<file path="src/rtl/vga_mode_sequencer.sv">
// VGA mode sequencer: debounced next-mode button plus optional auto-cycling,
// with mode commits deferred to frame boundaries and a blanked pixel mux.
module vga_mode_sequencer #(
  parameter int TOTAL_COL       = 800,
  parameter int TOTAL_ROW       = 525,
  parameter int ACTIVE_COL      = 640,
  parameter int ACTIVE_ROW      = 480,
  parameter int FRAMES_PER_MODE = 120,
  parameter int DEBOUNCE_CYC    = 250000
) (
  input  logic        clk,
  input  logic        reset,
  input  logic        pix_en,
  input  logic [9:0]  ColCount,
  input  logic [9:0]  RowCount,
  input  logic        btn_next,
  input  logic        auto_en,
  input  logic [11:0] pat0_rgb,
  input  logic [11:0] pat1_rgb,
  input  logic [11:0] pat2_rgb,
  input  logic [11:0] pat3_rgb,
  output logic [11:0] rgb,
  output logic [1:0]  mode,
  output logic        frame_start,
  output logic        pending
);

  localparam int DW =
    (DEBOUNCE_CYC > 1) ? $clog2(DEBOUNCE_CYC) : 1;
  localparam logic [DW-1:0] DB_LAST  = DW'(DEBOUNCE_CYC - 1);
  localparam logic [9:0]    COL_LAST = 10'(TOTAL_COL - 1);
  localparam logic [9:0]    ROW_LAST = 10'(TOTAL_ROW - 1);
  localparam logic [9:0]    COL_ACT  = 10'(ACTIVE_COL);
  localparam logic [9:0]    ROW_ACT  = 10'(ACTIVE_ROW);
  localparam logic [7:0]    FPM_LAST = 8'(FRAMES_PER_MODE - 1);

  typedef enum logic [1:0] {
    RUN,
    PEND,
    SWITCH
  } state_t;

  state_t        state;
  logic          sync0;
  logic          sync1;
  logic          db_level;
  logic [DW-1:0] db_cnt;
  logic [7:0]    fcnt;
  logic [7:0]    fcnt_nx;
  logic          fwrap;
  logic          frame_end;
  logic          db_hit;
  logic          next_req;
  logic          auto_req;
  logic          active;
  logic [11:0]   pix_sel;

  assign frame_end = pix_en
                   && (ColCount == COL_LAST)
                   && (RowCount == ROW_LAST);

  // New level accepted on the Nth consecutive differing tick
  assign db_hit   = pix_en
                  && (sync1 != db_level)
                  && (db_cnt == DB_LAST);
  assign next_req = db_hit && sync1;

  assign fcnt_nx  = fcnt + 8'd1;
  assign fwrap    = (fcnt_nx >= FPM_LAST);
  assign auto_req = frame_end && auto_en && fwrap;

  assign active = (ColCount < COL_ACT)
               && (RowCount < ROW_ACT);

  always_comb begin
    pix_sel = pat0_rgb;
    unique case (mode)
      2'd0: pix_sel = pat0_rgb;
      2'd1: pix_sel = pat1_rgb;
      2'd2: pix_sel = pat2_rgb;
      2'd3: pix_sel = pat3_rgb;
      default: pix_sel = pat0_rgb;
    endcase
  end

  always_ff @(posedge clk) begin
    if (reset) begin
      sync0    <= 1'b0;
      sync1    <= 1'b0;
      db_level <= 1'b0;
      db_cnt   <= '0;
    end else begin
      sync0 <= btn_next;
      sync1 <= sync0;
      if (pix_en) begin
        if (sync1 == db_level) begin
          db_cnt <= '0;
        end else if (db_cnt == DB_LAST) begin
          db_level <= sync1;
          db_cnt   <= '0;
        end else begin
          db_cnt <= db_cnt + DW'(1);
        end
      end
    end
  end

  // A commit restarts the count so each mode gets a full dwell
  always_ff @(posedge clk) begin
    if (reset || !auto_en) begin
      fcnt <= 8'd0;
    end else if (state == SWITCH) begin
      fcnt <= 8'd0;
    end else if (frame_end) begin
      if ((state == PEND) || fwrap) begin
        fcnt <= 8'd0;
      end else begin
        fcnt <= fcnt_nx;
      end
    end
  end

  always_ff @(posedge clk) begin
    if (reset) begin
      state       <= RUN;
      mode        <= 2'd0;
      frame_start <= 1'b0;
      pending     <= 1'b0;
    end else begin
      unique case (state)
        RUN: begin
          frame_start <= frame_end;
          if (next_req || auto_req) begin
            state   <= PEND;
            pending <= 1'b1;
          end
        end
        PEND: begin
          frame_start <= frame_end;
          if (frame_end) begin
            mode  <= mode + 2'd1;
            state <= SWITCH;
          end
        end
        SWITCH: begin
          frame_start <= 1'b0;
          pending     <= 1'b0;
          state       <= RUN;
        end
        default: begin
          frame_start <= 1'b0;
          pending     <= 1'b0;
          state       <= RUN;
        end
      endcase
    end
  end

  always_ff @(posedge clk) begin
    if (reset) begin
      rgb <= 12'h000;
    end else if (pix_en) begin
      rgb <= active ? pix_sel : 12'h000;
    end
  end

endmodule

</file>
<file path="config.mk">
export PLATFORM = sky130hd
export DESIGN_NAME = vga_mode_sequencer
export DESIGN_NICKNAME = d
export VERILOG_FILES = /design/src/rtl/vga_mode_sequencer.sv
export SDC_FILE = /design/constraint.sdc
export NUM_CORES = 1
export LEC_CHECK = 0
export ABC_AREA = 1
export CAP_MARGIN = 20
export CELL_PAD_IN_SITES_DETAIL_PLACEMENT = 1
export CELL_PAD_IN_SITES_GLOBAL_PLACEMENT = 1
export CORE_MARGIN = 1
export CORE_UTILIZATION = 34
export CTS_CLUSTER_DIAMETER = 80
export DETAILED_ROUTE_END_ITERATION = 8
export GPL_TIMING_DRIVEN = 1
export PLACE_DENSITY = 0.83
export SLEW_MARGIN = 15
export SYNTH_ARGS = -nofsm -noshare
export SYNTH_HDL_FRONTEND = slang
export SYNTH_SLANG_ARGS = --single-unit
</file>
<file path="constraint.sdc">
create_clock -name clk -period 3.35 [get_ports clk]
set_input_delay 0.8375 -clock clk [delete_from_list [all_inputs] [get_ports clk]]
set_output_delay 0.8375 -clock clk [all_outputs]
set_load 0.005 [all_outputs]
</file>
==> load_flow_metrics.sql <==
INSERT INTO impl_metrics (metric_group, metric, value, unit) VALUES
('critical_path', 'worstReg2RegStart', 'db_cnt[0]', ''),
('cts', 'cts-root-to-sink-buffers', '2', ''),
('sta', 'max_slew_margin', '56.4', '%'),
('floorplanning', 'floorplan.io_pins', '89', ''),
('critical_path', 'crit_path_max_fanout', '14', ''),
('place', 'final_hpwl_dp', '7140', 'um'),
('synth', 'syn_inst', '455', ''),
('sta', 'final_critical_period', '2420', 'ps'),
('cts', 'clkSlewWorstSetupHoldPaths', '100', 'ps'),
('synth', 'synth_warnings', '0', ''),
('routing', 'drt.antenna.violating_nets', '0', ''),
('global_route', 'global_route_usage_sum', '21.6', '%'),
('sta', 'rsz0062_at_grt', 'no', ''),
('hold_path', 'hold_path.startpoint', 'sync0', ''),
('synth', 'number_of_register_bits_inferred_by_synthesis', '47', ''),
('synth', 'syn-num-nets', '535', ''),
('critical_path', 'critical_path.cell_chain', 'clkdlybuf4s50_1 > inv_1 > nor2_1 > nand2_2 > inv_2 > nand2_1 > a21oi_1 > o21a_1', ''),
('global_route', 'antenna_found_initial', '0', ''),
('place', 'numPlacedInstances', '633', ''),
('cts', 'cts-root-buf', 'sky130_fd_sc_hd__clkbuf_8', ''),
('cts', 'post_cts_resized', '0', ''),
('global_route', 'vias_in_the_first_global_route', '3218', ''),
('global_route', 'grt_first_pass_wirelength', '15200', 'um'),
('cts', 'clock-sinks', '47', ''),
('floorplanning', 'rows', '33', ''),
('critical_path', 'cp_top_family', 'buffers and inverters', ''),
('routing', 'drt-pass1-iter-count', '4', ''),
('sta', 'max_clock_freq', '0.414', 'GHz'),
('finish', 'antenna_cells_inserted', '0', ''),
('cts', 'clock_insertion_delay_worst_skew', '310', 'ps'),
('critical_path', 'worst_ep_arrival_time', '2680', 'ps'),
('place', 'port_buffers', '88', ''),
('synth', 'synth_top_area_share', '32.5', '%'),
('routing', 'vias', '3250', ''),
('critical_path', 'cp_slowest_cell', 'sky130_fd_sc_hd__clkdlybuf4s50_1', ''),
('place', 'gp_routability_congestion', '0.827', ''),
('critical_path', 'timing.critical_path.required', '3610', 'ps'),
('outcome', 'status', 'finished clean', ''),
('synth', 'cell_types_with_the_largest_area_share_after_synthesis', 'sky130_fd_sc_hd__dfxtp_1, sky130_fd_sc_hd__nand2_1, sky130_fd_sc_hd__a21oi_1, sky130_fd_sc_hd__inv_1, sky130_fd_sc_hd__nor2_1', ''),
('synth', 'synth_area', '0.00289', 'sq mm'),
('routing', 'detailedRoute.firstIterationViolations', '86', ''),
('critical_path', 'critical_path_buf_inv_count', '3', ''),
('floorplanning', 'die-width', '94.3', 'um'),
('finish', 'fin_area', '0.00393', 'sq mm'),
('sta', 'setup_total_negative_slack', '0', 'ps'),
('pwr', 'peakVddDrop', '0.170', 'mV'),
('finish', 'areaGrowthSynthToFinish', '35.8', '%'),
('sta', 'hold_viol_final', '0', ''),
('job', 'max_cap_viols', '0', ''),
('cts', 'postCtsSetupRepairBufs', '0', ''),
('synth', 'ys_seq_area_share', '32.5', '%'),
('floorplanning', 'floorplan.die_area', '0.00888', 'sq mm'),
('finish', 'drive_gt1_share', '5.60', '%'),
('finish', 'final_cells', '641', ''),
('cts', 'postCtsHoldBufs', '0', ''),
('finish', 'most_frequent_cells_in_the_layout', 'sky130_fd_sc_hd__nand2_1, sky130_fd_sc_hd__clkdlybuf4s50_1, sky130_fd_sc_hd__a21oi_1', ''),
('cts', 'ctsHtreeMaxLevel', '2', ''),
('critical_path', 'setup.worst_path.end_class', 'flip-flop', ''),
('sta', 'final-setup-viol-count', '0', ''),
('critical_path', 'slowest_delay', '670', 'ps'),
('synth', 'post_synth_num_cell_types', '40', ''),
('critical_path', 'critPathLaunch', 'pix_en', ''),
('cts', 'cts_inserted_buffers', '5', ''),
('pwr', 'power.static_leakage', '0.00148', 'uW'),
('routing', 'wl_per_cell', '13.9', 'um'),
('hold_path', 'class_of_the_tightest_hold_or_removal_check', 'reg2reg', ''),
('routing', 'postRouteWirelength', '8930', 'um'),
('global_route', 'grt_overflow', '0', ''),
('sta', 'hold_slack', '423', 'ps'),
('global_route', 'grt_start_max_net_pins', '27', ''),
('sta', 'share_of_the_cycle_needed_by_the_critical_path_after_routing', '72.1', '%');
-- flip-flops by register name, summed over array words and instances, names as in the netlist --
register	count
state	2
sync1	1
pending	1
fcnt	8
db_cnt	18
mode	2
frame_start	1
rgb	12
sync0	1
db_level	1
-- metal layers --
layer / track usage [%] / routed length (um) / up-vias
met3: 5.91 / 584 / 7
met5: 0 / 0 / -
met4: 4.23 / 74 / 0
li1: - / - / 1646
met2: 38.3 / 4310 / 77
met1: 25.8 / 3960 / 1520
-- worst paths after layout --
| path | endpoint | slack, ps | cells after the start |
|---|---|---|---|
| setup / recovery | db_cnt[12] | 930 | 8 |
| hold / removal | sync1 | 420 | 2 |
| setup reg to reg | db_cnt[16] | 1500 | 10 |
| hold reg to reg | sync1 | 420 | 2 |
-- through the flow --
| stage | total power [uW] | utilization (%) | setup WS, ps |
|---|---|---|---|
| 5_1_grt | 1120 | 47.8 | 749 |
| 6_report | 1070 | 47.8 | 935 |
| 3_5_place_dp | 722 | 46.7 | 633 |
| 2_1_floorplan | 616 | - | 1550 |
| 4_1_cts | 1090 | 47.8 | 949 |
| 3_3_place_gp | 719 | 46.7 | 691 |
-- logic make-up after synthesis --
family / synth area share [%]
buffers and inverters: 8.43
adder cells (fa/ha/maj): 3.03
AO/OA/AOI/OAI: 16.2
AND/OR/NAND/NOR: 39.3
XOR/XNOR: 0.605
flip-flops: 32.5
-- worst reg2reg max path, cell delays in order, from the launching register on --
cell,delay [ps]
sky130_fd_sc_hd__dfxtp_1,400
sky130_fd_sc_hd__ha_1,240
sky130_fd_sc_hd__nand3_2,200
sky130_fd_sc_hd__nor2_1,200
sky130_fd_sc_hd__nand3_2,110
sky130_fd_sc_hd__nand2_2,130
sky130_fd_sc_hd__inv_2,140
sky130_fd_sc_hd__nand2_1,110
sky130_fd_sc_hd__o221ai_1,110
sky130_fd_sc_hd__nand2_1,80
sky130_fd_sc_hd__inv_1,30
-- report_power, final --
part / internal [uW] / switching [uW] / total [uW]
Sequential: 564 / 3.33 / 567
Combinational: 92.3 / 48.0 / 140
Clock: 151 / 215 / 366
Total: 808 / 266 / 1070
-- cell usage after synthesis --
library cell	count
sky130_fd_sc_hd__nor2_4	2
sky130_fd_sc_hd__nor2_1	38
sky130_fd_sc_hd__or2_0	1
sky130_fd_sc_hd__o31ai_1	1
sky130_fd_sc_hd__nor3_4	1
sky130_fd_sc_hd__o211a_1	1
sky130_fd_sc_hd__o211ai_1	3
sky130_fd_sc_hd__nor2_2	2
sky130_fd_sc_hd__and3_1	1
sky130_fd_sc_hd__a21oi_1	52
sky130_fd_sc_hd__inv_2	3
sky130_fd_sc_hd__nor4_1	1
sky130_fd_sc_hd__o21ai_1	1
sky130_fd_sc_hd__ha_1	7
sky130_fd_sc_hd__o22ai_1	1
sky130_fd_sc_hd__nand4_1	15
sky130_fd_sc_hd__o21bai_1	3
sky130_fd_sc_hd__nor3_1	7
sky130_fd_sc_hd__nand2_2	3
sky130_fd_sc_hd__a21oi_2	1
sky130_fd_sc_hd__nor3_2	1
sky130_fd_sc_hd__buf_2	3
sky130_fd_sc_hd__buf_4	2
sky130_fd_sc_hd__nand2_1	151
sky130_fd_sc_hd__buf_6	1
sky130_fd_sc_hd__nand3b_1	2
sky130_fd_sc_hd__nand3_1	22
sky130_fd_sc_hd__o21a_1	1
sky130_fd_sc_hd__clkbuf_1	11
sky130_fd_sc_hd__nand4_4	1
sky130_fd_sc_hd__dfxtp_1	47
sky130_fd_sc_hd__inv_1	40
sky130_fd_sc_hd__o221ai_1	1
sky130_fd_sc_hd__o21ai_0	17
sky130_fd_sc_hd__nand3_2	4
sky130_fd_sc_hd__o21ai_2	1
sky130_fd_sc_hd__or2_2	1
sky130_fd_sc_hd__or2_1	1
sky130_fd_sc_hd__xnor2_1	2
sky130_fd_sc_hd__a211oi_1	2
-- final cells by class --
class	count	area (sq um)
Sequential cell	47	941
Tap cell	105	131
Multi-Input combinational cell	348	1710
Clock buffer	5	68.8
Timing Repair Buffer	90	896
Fill cell	1066	4290
Inverter	43	161
Clock inverter	3	22.5
Power figures use the tool's default switching activity.
